**config.mk**
```make
export PLATFORM = sky130hd
export DESIGN_NAME = scpu_io_port_flat
export DESIGN_NICKNAME = d
export VERILOG_FILES = /design/src/rtl/scpu_pkg.sv /design/src/rtl/scpu_io_port_if.sv /design/src/rtl/scpu_byte_fifo.sv /design/src/rtl/scpu_io_port.sv /design/src/flat_wrapper.sv
export SDC_FILE = /design/constraint.sdc
export NUM_CORES = 1
export LEC_CHECK = 0
export CAP_MARGIN = 0
export CORE_MARGIN = 1
export CORE_UTILIZATION = 50
export CTS_BUF_LIST = sky130_fd_sc_hd__clkbuf_8
export DETAILED_ROUTE_END_ITERATION = 10
export PLACE_DENSITY = 0.74
export SYNTH_ARGS = -nofsm -noshare
export SYNTH_HDL_FRONTEND = slang
export SYNTH_SLANG_ARGS = --single-unit
```
**constraint.sdc**
```tcl
create_clock -name clk -period 10.3 [get_ports clk]
set_input_delay 2.575 -clock clk [delete_from_list [all_inputs] [get_ports clk]]
set_output_delay 2.575 -clock clk [all_outputs]
set_load 0.02 [all_outputs]
```
**src/rtl/scpu_pkg.sv**
```systemverilog
// Shared SCPU constants: the idle value for ext_in and the IN/OUT opcodes
// that the CPU top level decodes to produce in_ack / out_stb.
package scpu_pkg;

   localparam logic [7:0] EMPTY_VALUE_DEF = 8'h00;
   localparam logic [3:0] OP_IN           = 4'hE;
   localparam logic [3:0] OP_OUT          = 4'hF;

   function automatic int cnt_w(input int depth);
      return $clog2(depth) + 1;
   endfunction

endpackage

```
**src/rtl/scpu_io_port_if.sv**
```systemverilog
// Host/CPU byte bus seen by scpu_io_port; slave is the port itself,
// master is whoever drives the host and CPU sides.
interface scpu_io_port_if #(
   parameter int DEPTH = 4
) ();
   logic [7:0]              host_in_data;
   logic                    host_in_valid;
   logic                    host_in_ready;
   logic [7:0]              ext_in;
   logic                    in_avail;
   logic                    in_ack;
   logic [7:0]              ext_out;
   logic                    out_stb;
   logic [7:0]              host_out_data;
   logic                    host_out_valid;
   logic                    host_out_ready;
   logic [$clog2(DEPTH):0]  in_count;
   logic [$clog2(DEPTH):0]  out_count;
   logic                    in_underflow;
   logic                    out_overflow;
   logic                    clr_flags;

   modport slave (
      input  host_in_data, host_in_valid, in_ack, ext_out, out_stb,
             host_out_ready, clr_flags,
      output host_in_ready, ext_in, in_avail, host_out_data, host_out_valid,
             in_count, out_count, in_underflow, out_overflow
   );

   modport master (
      output host_in_data, host_in_valid, in_ack, ext_out, out_stb,
             host_out_ready, clr_flags,
      input  host_in_ready, ext_in, in_avail, host_out_data, host_out_valid,
             in_count, out_count, in_underflow, out_overflow
   );
endinterface

```
**src/rtl/scpu_byte_fifo.sv**
```systemverilog
// Show-ahead byte FIFO with a registered head: dout holds its last value
// when the FIFO empties, so stale storage is never exposed.
module scpu_byte_fifo #(
   parameter int DEPTH = 4
) (
   input  logic                    clk,
   input  logic                    rst,
   input  logic                    push,
   input  logic                    pop,
   input  logic [7:0]              din,
   output logic [7:0]              dout,
   output logic                    full,
   output logic                    empty,
   output logic [$clog2(DEPTH):0]  count
);
   localparam int PW = $clog2(DEPTH);
   localparam int CW = PW + 1;
   localparam logic [CW-1:0] FULL_CNT = CW'(DEPTH);

   logic [7:0]    mem_q [DEPTH];
   logic [PW-1:0] rd_q, rd_d, wr_q, wr_d;
   logic [CW-1:0] cnt_q, cnt_d;
   logic [7:0]    head_q, head_d;
   logic          push_ok, pop_ok;

   // A push into a full FIFO is legal only when a pop frees the slot the same cycle.
   always_comb begin
      pop_ok  = pop & (cnt_q != '0);
      push_ok = push & ((cnt_q != FULL_CNT) | pop_ok);
      rd_d    = pop_ok  ? rd_q + 1'b1 : rd_q;
      wr_d    = push_ok ? wr_q + 1'b1 : wr_q;
      cnt_d   = cnt_q;
      case ({push_ok, pop_ok})
         2'b10:   cnt_d = cnt_q + 1'b1;
         2'b01:   cnt_d = cnt_q - 1'b1;
         default: cnt_d = cnt_q;
      endcase
      head_d = head_q;
      if (cnt_d != '0)
         head_d = (push_ok && (wr_q == rd_d)) ? din : mem_q[rd_d];
   end

   always_ff @(posedge clk) begin
      if (rst) begin
         rd_q   <= '0;
         wr_q   <= '0;
         cnt_q  <= '0;
         head_q <= 8'h00;
      end else begin
         rd_q   <= rd_d;
         wr_q   <= wr_d;
         cnt_q  <= cnt_d;
         head_q <= head_d;
      end
   end

   always_ff @(posedge clk) begin
      if (push_ok)
         mem_q[wr_q] <= din;
   end

   assign dout  = head_q;
   assign full  = (cnt_q == FULL_CNT);
   assign empty = (cnt_q == '0);
   assign count = cnt_q;

endmodule

```
**src/rtl/scpu_io_port.sv**
```systemverilog
// Host-side endpoint of the SCPU byte interface: input FIFO feeding ext_in,
// output FIFO collecting OUT bytes, plus sticky underflow/overflow flags.
module scpu_io_port
   import scpu_pkg::*;
#(
   parameter int         DEPTH       = 4,
   parameter logic [7:0] EMPTY_VALUE = EMPTY_VALUE_DEF
) (
   input  logic           clk,
   input  logic           rst,
   scpu_io_port_if.slave  bus
);
   logic [7:0]             in_head, out_head;
   logic                   in_full, in_empty, out_full, out_empty;
   logic [$clog2(DEPTH):0] in_cnt, out_cnt;
   logic                   in_push, out_pop;
   logic                   in_uf_q, in_uf_d, out_of_q, out_of_d;

   // Host pushes only against !full; a same-cycle in_ack does not make room.
   assign in_push = bus.host_in_valid & ~in_full;
   assign out_pop = bus.host_out_ready & ~out_empty;

   scpu_byte_fifo #(.DEPTH(DEPTH)) u_in_fifo (
      .clk   (clk),
      .rst   (rst),
      .push  (in_push),
      .pop   (bus.in_ack),
      .din   (bus.host_in_data),
      .dout  (in_head),
      .full  (in_full),
      .empty (in_empty),
      .count (in_cnt)
   );

   scpu_byte_fifo #(.DEPTH(DEPTH)) u_out_fifo (
      .clk   (clk),
      .rst   (rst),
      .push  (bus.out_stb),
      .pop   (out_pop),
      .din   (bus.ext_out),
      .dout  (out_head),
      .full  (out_full),
      .empty (out_empty),
      .count (out_cnt)
   );

   // Setting a flag wins over clearing it in the same cycle.
   always_comb begin
      in_uf_d  = (bus.in_ack & in_empty) | (in_uf_q & ~bus.clr_flags);
      out_of_d = (bus.out_stb & out_full & ~out_pop) | (out_of_q & ~bus.clr_flags);
   end

   always_ff @(posedge clk) begin
      if (rst) begin
         in_uf_q  <= 1'b0;
         out_of_q <= 1'b0;
      end else begin
         in_uf_q  <= in_uf_d;
         out_of_q <= out_of_d;
      end
   end

   assign bus.host_in_ready  = ~in_full;
   assign bus.ext_in         = in_empty ? EMPTY_VALUE : in_head;
   assign bus.in_avail       = ~in_empty;
   assign bus.host_out_data  = out_head;
   assign bus.host_out_valid = ~out_empty;
   assign bus.in_count       = in_cnt;
   assign bus.out_count      = out_cnt;
   assign bus.in_underflow   = in_uf_q;
   assign bus.out_overflow   = out_of_q;

endmodule

```
**src/flat_wrapper.sv**
```systemverilog
// flat-port wrapper written by rule: the top's interface ports become plain ports
module scpu_io_port_flat import scpu_pkg::*;
#(
   parameter int         DEPTH       = 4,
   parameter logic [7:0] EMPTY_VALUE = EMPTY_VALUE_DEF
)
  (clk, rst, bus_host_in_data, bus_host_in_valid, bus_in_ack, bus_ext_out, bus_out_stb, bus_host_out_ready, bus_clr_flags, bus_host_in_ready, bus_ext_in, bus_in_avail, bus_host_out_data, bus_host_out_valid, bus_in_count, bus_out_count, bus_in_underflow, bus_out_overflow);
  scpu_io_port_if #(.DEPTH(DEPTH)) bus_i ();
  input  logic clk;
  input  logic rst;
  input wire logic [$bits(bus_i.host_in_data)-1:0] bus_host_in_data;
  input wire logic [$bits(bus_i.host_in_valid)-1:0] bus_host_in_valid;
  input wire logic [$bits(bus_i.in_ack)-1:0] bus_in_ack;
  input wire logic [$bits(bus_i.ext_out)-1:0] bus_ext_out;
  input wire logic [$bits(bus_i.out_stb)-1:0] bus_out_stb;
  input wire logic [$bits(bus_i.host_out_ready)-1:0] bus_host_out_ready;
  input wire logic [$bits(bus_i.clr_flags)-1:0] bus_clr_flags;
  output wire logic [$bits(bus_i.host_in_ready)-1:0] bus_host_in_ready;
  output wire logic [$bits(bus_i.ext_in)-1:0] bus_ext_in;
  output wire logic [$bits(bus_i.in_avail)-1:0] bus_in_avail;
  output wire logic [$bits(bus_i.host_out_data)-1:0] bus_host_out_data;
  output wire logic [$bits(bus_i.host_out_valid)-1:0] bus_host_out_valid;
  output wire logic [$bits(bus_i.in_count)-1:0] bus_in_count;
  output wire logic [$bits(bus_i.out_count)-1:0] bus_out_count;
  output wire logic [$bits(bus_i.in_underflow)-1:0] bus_in_underflow;
  output wire logic [$bits(bus_i.out_overflow)-1:0] bus_out_overflow;
  assign bus_i.host_in_data = bus_host_in_data;
  assign bus_i.host_in_valid = bus_host_in_valid;
  assign bus_i.in_ack = bus_in_ack;
  assign bus_i.ext_out = bus_ext_out;
  assign bus_i.out_stb = bus_out_stb;
  assign bus_i.host_out_ready = bus_host_out_ready;
  assign bus_i.clr_flags = bus_clr_flags;
  assign bus_host_in_ready = bus_i.host_in_ready;
  assign bus_ext_in = bus_i.ext_in;
  assign bus_in_avail = bus_i.in_avail;
  assign bus_host_out_data = bus_i.host_out_data;
  assign bus_host_out_valid = bus_i.host_out_valid;
  assign bus_in_count = bus_i.in_count;
  assign bus_out_count = bus_i.out_count;
  assign bus_in_underflow = bus_i.in_underflow;
  assign bus_out_overflow = bus_i.out_overflow;
  scpu_io_port #(.DEPTH(DEPTH), .EMPTY_VALUE(EMPTY_VALUE)) u_core (.clk(clk), .rst(rst), .bus(bus_i));
endmodule
```
==> flow_summary.toml, run 1 <==
[routing]
dr.first_iter.drc_count = 186
viasPerCell = 5.839
num_vias = 3509
drc = 0
ant_nets = 0
post_drt_wl_per_cell_um = 17.78
totalWireLength_um = 10690
first_pass_iters = 5

[synthesis]
synth.area.top_cells = "edfxtp_1, dfxtp_1, mux2i_1, nor2b_1, mux4_2"
synth_top_area_share_pct = 38.01
postSynthNetCount = 466
syn_inst = 431
synth_seq_cells = 96
yosys.area.top_type = "edfxtp_1"
seq_area_frac_synth_pct = 50.68
synth_cell_types = 49
synth_area_um2 = 5056
ys_warn_count = 0
avgSynthCellArea_um2 = 11.73

[timing]
period_minus_slack_ps = 6078
clock.fmax_ghz = 0.1645
setup-tns-final_ps = 0
drv_slew = 0
period_share_pct = 59.01
tightestPinTransition_ps = 1196
hold_viol = 0
whs_ps = 513.7
setup_viol = 0
rsz0062_at_grt = "false"
fin_skew_ps = 10.45
relSlewSlack_pct = 20.14

[placement]
place_congestion = 0.8004
portBuffers = 49
hpwl_um = 7198

[setup_path]
startpoint_type = "input pin"
rr_worst_depth = 12
critPathKind = "in -> reg"
cp-end-kind = "flip-flop"
arrival_ps = 6380
worstPathMaxFanout = 16
required_ps = 10600

[global_route]
grt_pass1_wl_um = 17290
grt_overflow_total = 0
use_met1_pct = 27.43
antenna_found_initial = 0
grt_busiest_layer = "met2"
grt_util_met3_pct = 4.000
use_met2_pct = 38.10
track_usage_pct = 22.11
grt_max_degree = 43
grt_pass1_vias = 3499

[clock_tree]
clock_latency_ps = 360
cts_tree = "yes"
cts_max_path_buffers = 2
clk_pin_slew_ps = 90
cts_max_level = 3
post_cts_buffers = 0
clkSinkCount = 96
holdBufCountCts = 0
cts-root-buf = "clkbuf_8"
cts_made_buffers = 9
cts_resized = 0

[floorplanning]
start_util_pct = 51.73
rows = 36
die_h_um = 102.6
dieArea_um2 = 10520
coreArea_um2 = 9774
ios = 50
die_w_um = 102.6

[finish]
areaGrowthSynthToFinish_pct = 14.58
fin_nets = 499
layout_commonest_cell = "edfxtp_1"
drive_gt1_share_pct = 7.692
diodes = 0
mostFrequentLayoutCells = "edfxtp_1, clkdlybuf4s50_1, mux2i_1, nor2b_1, dfxtp_1"

[outcome]
run_status = "finished, final reports clean"

[power_and_ir_drop]
p_leak_nw = 1.882
power_density_nw_per_um2 = 259.5
switching_share_pct = 40.30
clkPwrFrac_pct = 16.3
p_int_mw = 0.8974
switching_power_mw = 0.6057
seqPwrFrac_pct = 37.5
max-vdd-ir-drop_v = 0.0001333
comb_power_share_pct = 46.2

[min_path]
min_path_type = "reg -> reg"
whs_path_depth = 1

[job]
drv_cap = 0
synthesized netlist by cell type (all sizes together):
cell type,number
nor2,19
a2111oi,16
a41oi,8
edfxtp,64
o21ai,9
clkinv,2
nand4,2
and3,5
o22ai,8
mux4,8
o21ba,1
nor2b,35
nand3,1
or3,2
nand2,30
xor2,7
nor3,9
dfxtp,32
o311a,8
and2,15
o311ai,1
mux2i,41
a21o,1
a211oi,9
clkbuf,21
fa,2
buf,9
o211a,1
xnor2,7
ha,10
nor4b,9
o211ai,2
a21oi,7
a221o,8
o31ai,2
or4,2
inv,15
a211o,1
or2,2
final timing paths:
kind         slack (ps)                        end                 startpoint
max reg2reg        6440   u_core.u_in_fifo.dout[7]  u_core.u_in_fifo.count[0]
min reg2reg         510  u_core.u_out_fifo.dout[4]  u_core.u_out_fifo.dout[4]
min                 510  u_core.u_out_fifo.dout[4]  u_core.u_out_fifo.dout[4]
max                4220  u_core.u_out_fifo.dout[7]         bus_host_out_ready
power by group through the flow:
stage          registers (mW)  clock network [mW]  logic, mW
6_report                0.563               0.245      0.695
5_1_grt                 0.572               0.265      0.766
4_1_cts                 0.562               0.250      0.699
3_5_place_dp            0.570                   0      0.696
3_3_place_gp            0.567                   0      0.675
2_1_floorplan           0.542                   0      0.524
worst max-delay path, cell delays in order:
cell,delay [ps]
clkdlybuf4s50_1,600
nor4b_1,100
nor2b_1,850
inv_1,110
ha_1,260
inv_1,70
fa_1,420
and3_2,240
a211oi_1,760
and2_1,240
a221o_1,150
logic make-up after synthesis:
| kind of cell | synth area share [%] |
|---|---|
| simple gates | 14.48 |
| buf+inv | 4.034 |
| compound gates | 13.44 |
| mux | 11.68 |
| flops | 50.68 |
| xor+xnor | 2.425 |
| fa+ha+maj | 3.267 |
layout make-up:
cell class | count | area [µm²]
Clock inverter | 6 | 68.82
Inverter | 17 | 68.82
Timing Repair Buffer | 52 | 513.0
Sequential cell | 96 | 2562
Multi-Input combinational cell | 288 | 2290
Clock buffer | 9 | 123.9
Tap cell | 133 | 166.4
Fill cell | 818 | 3981
metal layers:
metal / wire length [µm] / vias to the layer above / share of wire, %
met5: 0 / - / 0
met4: 192 / 0 / 1.8
met3: 516 / 19 / 4.8
met2: 5418 / 98 / 51
met1: 4560 / 1700 / 43
li1: - / 1692 / -
registers in the layout, summed over array words and instances (netlist names):
name / flops
u_core.bus.in_underflow: 1
u_core.bus.out_overflow: 1
u_core.u_in_fifo.count: 3
u_core.u_in_fifo.dout: 8
u_core.u_in_fifo.mem_q: 32
u_core.u_in_fifo.rd_q: 2
u_core.u_in_fifo.wr_q: 2
u_core.u_out_fifo.count: 3
u_core.u_out_fifo.dout: 8
u_core.u_out_fifo.mem_q: 32
u_core.u_out_fifo.rd_q: 2
u_core.u_out_fifo.wr_q: 2
stage by stage:
step | total power, mW | instances | area (µm²) | setup slack, ps | util (%)
global route | 1.604 | 601 | 5793 | 3881 | 59.27
finish | 1.503 | 601 | 5793 | 4222 | 59.27
detailed placement | 1.266 | 586 | 5600 | 3865 | 57.30
floorplan | 1.065 | 431 | 5056 | 5249 | -
CTS | 1.511 | 601 | 5793 | 4263 | 59.27
global placement | 1.242 | 586 | 5600 | 4097 | 57.30
No activity file was read; power rests on OpenSTA's default activity.
==> run 2, diff against run 1 <==
Settings changed: PLACE_DENSITY 0.74 to 0.77.
Clock period 10.3 ns to 5.45 ns, I/O delays scaled along.
==> flow_summary.toml, run 2 (synthesized netlist as in run 1, its figures left out) <==
[finish]
mostFrequentLayoutCells = "edfxtp_1, clkdlybuf4s50_1, mux2i_1, nor2b_1, dfxtp_1"
layout_commonest_cell = "edfxtp_1"
final_cells = 605
areaGrowthSynthToFinish_pct = 15.54
fin_nets = 502
fin_util_pct = 59.77
fill_cells = 805
drive_gt1_share_pct = 8.475
top_regs = "u_core.u_in_fifo.mem_q: 32 flops, u_core.u_out_fifo.mem_q: 32 flops"
diodes = 0

[timing]
fin_skew_ps = 10.91
relSlewSlack_pct = 23.25
finalWorstSetupSlack_ps = 1123
rsz0062_at_grt = "false"
period_share_pct = 79.40
drv_slew = 0
period_minus_slack_ps = 4327
tightestPinTransition_ps = 1150
setup-tns-final_ps = 0
clock.fmax_ghz = 0.2311
setup_viol = 0
hold_viol = 0

[clock_tree]
holdBufCountCts = 0
clock_latency_ps = 370
cts_made_buffers = 9
post_cts_buffers = 0
cts_max_level = 3
cts_tree = "yes"
cts-root-buf = "clkbuf_8"
clkSinkCount = 96
cts_max_path_buffers = 2
cts_resized = 0
clk_pin_slew_ps = 100

[global_route]
grt_overflow_total = 0
grt_pass1_vias = 3454
grt_max_degree = 43
antenna_found_initial = 0
track_usage_pct = 21.44
grt_pass1_wl_um = 16910

[placement]
dp_slack_ps = 689.2
place_congestion = 0.7750
portBuffers = 49
placed_cells = 589
hpwl_um = 6960

[setup_path]
worstPathMaxFanout = 16
crit_family = "buffers and inverters"
startpoint_type = "input pin"
required_ps = 5760
cp-end-kind = "flip-flop"
cp_cell_sequence = "clkdlybuf4s50_1 -> nor4b_1 -> nor2b_1 -> buf_4 -> inv_1 -> ha_1 -> inv_1 -> fa_1 -> xnor2_1 -> xnor2_1 -> a211oi_1 -> and2_1 -> a221o_1"
max_stage_delay_ps = 640
cpMaxStageDelayCell = "a211oi_1"
arrival_ps = 4640
critPathKind = "in -> reg"
cp_num_buf_inv = 4

[floorplanning]
die_h_um = 102.6
ios = 50
die_w_um = 102.6
coreArea_um2 = 9774
rows = 36
dieArea_um2 = 10520
start_util_pct = 51.73

[power_and_ir_drop]
power_density_nw_per_um2 = 494.7
power.total_mw = 2.890
max-vdd-ir-drop_v = 0.0002425
switching_power_mw = 1.135
seqPwrFrac_pct = 36.8
p_int_mw = 1.754
p_leak_nw = 1.906
comb_power_share_pct = 45.5
clkPwrFrac_pct = 17.7
switching_share_pct = 39.29

[routing]
totalWireLength_um = 10550
drc = 0
post_drt_wl_per_cell_um = 17.44
first_pass_iters = 4
ant_nets = 0
viasPerCell = 5.823
num_vias = 3523
dr.first_iter.drc_count = 143

[outcome]
run_status = "finished, final reports clean"

[min_path]
min_path_type = "reg -> reg"

[job]
drv_cap = 0
[run 2: cell types whose count changed in the layout (fill, tap and decap cells not counted), sizes merged]
| cell | delta |
|---|---|
| buf | +3 |
| bufinv | +1 |
| clkinvlp | +1 |
| inv | -1 |
[run 2: final timing paths]
kind	from	endpoint	slack, ps	cells past startpoint
worst max-delay path	bus_host_out_ready	u_core.u_out_fifo.dout[6]	1120	13
worst min-delay path	u_core.u_out_fifo.dout[4]	u_core.u_out_fifo.dout[4]	530	1
worst max register to register	u_core.u_in_fifo.count[0]	u_core.u_in_fifo.dout[4]	2070	12
worst min register to register	u_core.u_out_fifo.dout[4]	u_core.u_out_fifo.dout[4]	530	1
[run 2: power groups by stage]
stage	clock [mW]	sequential [mW]	combinational [mW]
2_1_floorplan	0	1.02	0.990
3_3_place_gp	0	1.07	1.29
3_5_place_dp	0	1.08	1.32
4_1_cts	0.517	1.06	1.33
5_1_grt	0.551	1.08	1.45
6_report	0.510	1.06	1.32
[run 2: metal layers]
layer	part of all wire (%)	global-route usage (%)	routed length (µm)	vias up
met1	44	27.33	4650	1724
met2	50	36.05	5269	80
met3	4.2	4.068	445	16
li1	-	-	-	1703
met4	1.7	8.571	183	0
met5	0	0	0	-
[run 2: per-stage QoR]
| step | area (µm²) | hold WS [ps] |
|---|---|---|
| floorplan | 5056 | 491.9 |
| global route | 5842 | 543.3 |
| CTS | 5842 | 525.3 |
| detailed placement | 5623 | 500.7 |
| finish | 5842 | 527.0 |
| global placement | 5623 | 496.7 |
[run 2: final cells by class]
| cell class | count | area, µm² | share of cell area (%) |
|---|---|---|---|
| tap | 133 | 166.4 | 2.849 |
| clock inverter | 7 | 95.09 | 1.628 |
| inverter | 17 | 68.82 | 1.178 |
| timing repair buffer | 55 | 535.5 | 9.167 |
| clock buffer | 9 | 123.9 | 2.120 |
| sequential | 96 | 2562 | 43.86 |
| multi-input combinational | 288 | 2290 | 39.19 |
==> run 3, diff against run 2 <==
Settings changed: PLACE_DENSITY 0.77 to 0.74.
Clock period 5.45 ns to 4.3 ns, I/O delays scaled along.
==> flow_summary.toml, run 3 (synthesized netlist as in run 1, its figures left out) <==
[timing]
fin_skew_ps = 9.446
setup_viol = 0
period_share_pct = 91.58
clock.fmax_ghz = 0.2539
setup-tns-final_ps = 0
relSlewSlack_pct = 22.52
tightestPinTransition_ps = 1161
rsz0062_at_grt = "false"
period_minus_slack_ps = 3938
hold_viol = 0
drv_slew = 0

[global_route]
grt_max_degree = 34
antenna_found_initial = 0
track_usage_pct = 22.02
use_met2_pct = 38.97
grt_overflow_total = 0
grt_pass1_vias = 3595
grt_busiest_layer = "met2"
grt_util_met3_pct = 4.339
grt_pass1_wl_um = 17350
use_met1_pct = 26.36

[outcome]
run_status = "finished, final reports clean"

[setup_path]
required_ps = 4600
crit-reg2reg-launch = "u_core.u_out_fifo.count[0]"
r2r-end = "u_core.u_out_fifo.dout[1]"
startpoint_type = "input pin"
rr_worst_depth = 10
cp_num_buf_inv = 3
arrival_ps = 4240
worstPathMaxFanout = 8
cp-end-kind = "flip-flop"
cpMaxStageDelayCell = "a211oi_1"
max_stage_delay_ps = 630
crit_family = "compound AO/OA/AOI/OAI gates"
cp_cell_sequence = "clkdlybuf4s50_1 -> nor4b_1 -> nor2b_1 -> inv_1 -> ha_1 -> inv_1 -> fa_1 -> xnor2_1 -> xnor2_1 -> a211oi_1 -> and2_1 -> a221o_1"
reg2reg_slack_ps = 1170
critPathKind = "in -> reg"

[clock_tree]
cts-root-buf = "clkbuf_8"
post_cts_buffers = 0
cts_max_path_buffers = 2
cts_resized = 0
cts_tree = "yes"
cts_max_level = 3
clock_latency_ps = 360
clk_pin_slew_ps = 90
cts_made_buffers = 9
holdBufCountCts = 0
clkSinkCount = 96

[min_path]
min_path_type = "reg -> reg"
min_to = "u_core.u_out_fifo.dout[7]"
min_from = "u_core.u_out_fifo.dout[7]"
whs_path_depth = 1

[routing]
totalWireLength_um = 10900
ant_nets = 0
first_pass_iters = 5
num_vias = 3535
dr.first_iter.drc_count = 189
drc = 0
post_drt_wl_per_cell_um = 17.89
viasPerCell = 5.805

[placement]
portBuffers = 49
place_congestion = 0.7977
hpwl_um = 7458
placed_cells = 593
post_dp_cell_area_um2 = 5653

[floorplanning]
rows = 36
coreArea_um2 = 9774
die_w_um = 102.6
start_util_pct = 51.73
die_h_um = 102.6
dieArea_um2 = 10520
ios = 50

[power_and_ir_drop]
p_leak_nw = 1.941
max-vdd-ir-drop_v = 0.0003444
power_density_nw_per_um2 = 638.5

[finish]
drive_gt1_share_pct = 9.034
final_cells = 609
design_area_um2 = 5897
fin_util_pct = 60.33
layout_commonest_cell = "edfxtp_1"
mostFrequentLayoutCells = "edfxtp_1, clkdlybuf4s50_1, mux2i_1, nor2b_1, dfxtp_1"
top_regs = "u_core.u_in_fifo.mem_q: 32 flops, u_core.u_out_fifo.mem_q: 32 flops"
diodes = 0
fin_nets = 506
areaGrowthSynthToFinish_pct = 16.63

[job]
drv_cap = 0
[run 3: cell count changes in the layout (fill, tap and decap cells not counted)]
cell	previous run	this run
buf_4	6	10
bufinv_16	2	3
clkbuf_8	9	10
clkinv_1	2	3
clkinv_4	1	0
clkinvlp_2	1	0
inv_6	2	1
[run 3: how the worst max path moves through the flow]
stage                                     end  depth (start not counted)                       from  slack, ps
floorplan            u_core.u_in_fifo.dout[2]                         14  u_core.u_in_fifo.count[2]        680
global placement    u_core.u_out_fifo.dout[1]                         12         bus_host_out_ready        180
detailed placement  u_core.u_out_fifo.dout[1]                         12         bus_host_out_ready         40
CTS                 u_core.u_out_fifo.dout[1]                         12         bus_host_out_ready        400
global route        u_core.u_out_fifo.dout[6]                         12         bus_host_out_ready        200
finish              u_core.u_out_fifo.dout[1]                         12         bus_host_out_ready        360
[run 3: per-layer routing]
layer	part of all wire (%)	vias to the layer above
li1	-	1703
met1	43	1745
met2	51	72
met3	3.9	15
met4	1.5	0
met5	0	-
[run 3: area by class of cell]
class	count	area, µm²
Clock buffer	10	137.6
Clock inverter	6	106.4
Fill cell	804	3877
Inverter	17	68.82
Multi-Input combinational cell	288	2290
Sequential cell	96	2562
Tap cell	133	166.4
Timing Repair Buffer	59	565.5
[run 3: where the power goes]
group / internal [mW] / total, mW / switching [mW]
clock: 0.399 / 0.709 / 0.310
combinational: 0.769 / 1.70 / 0.931
sequential: 1.15 / 1.36 / 0.211
[run 3: through the flow]
stage / setup WS (ps) / total power [mW] / hold WS, ps
floorplan: 684.2 / 2.552 / 491.9
global placement: 184.4 / 3.016 / 504.4
detailed placement: 37.80 / 3.075 / 503.2
CTS: 400.4 / 3.783 / 527.6
global route: 196.0 / 3.993 / 557.8
finish: 362.0 / 3.765 / 527.3
[run 3: worst register-to-register path: cells and delay by family, from the launching register on]
kind / cells / cell delay (ps)
simple gates: 4 / 1070
fa+ha+maj: 2 / 650
buf+inv: 2 / 170
compound gates: 2 / 800
flops: 1 / 390
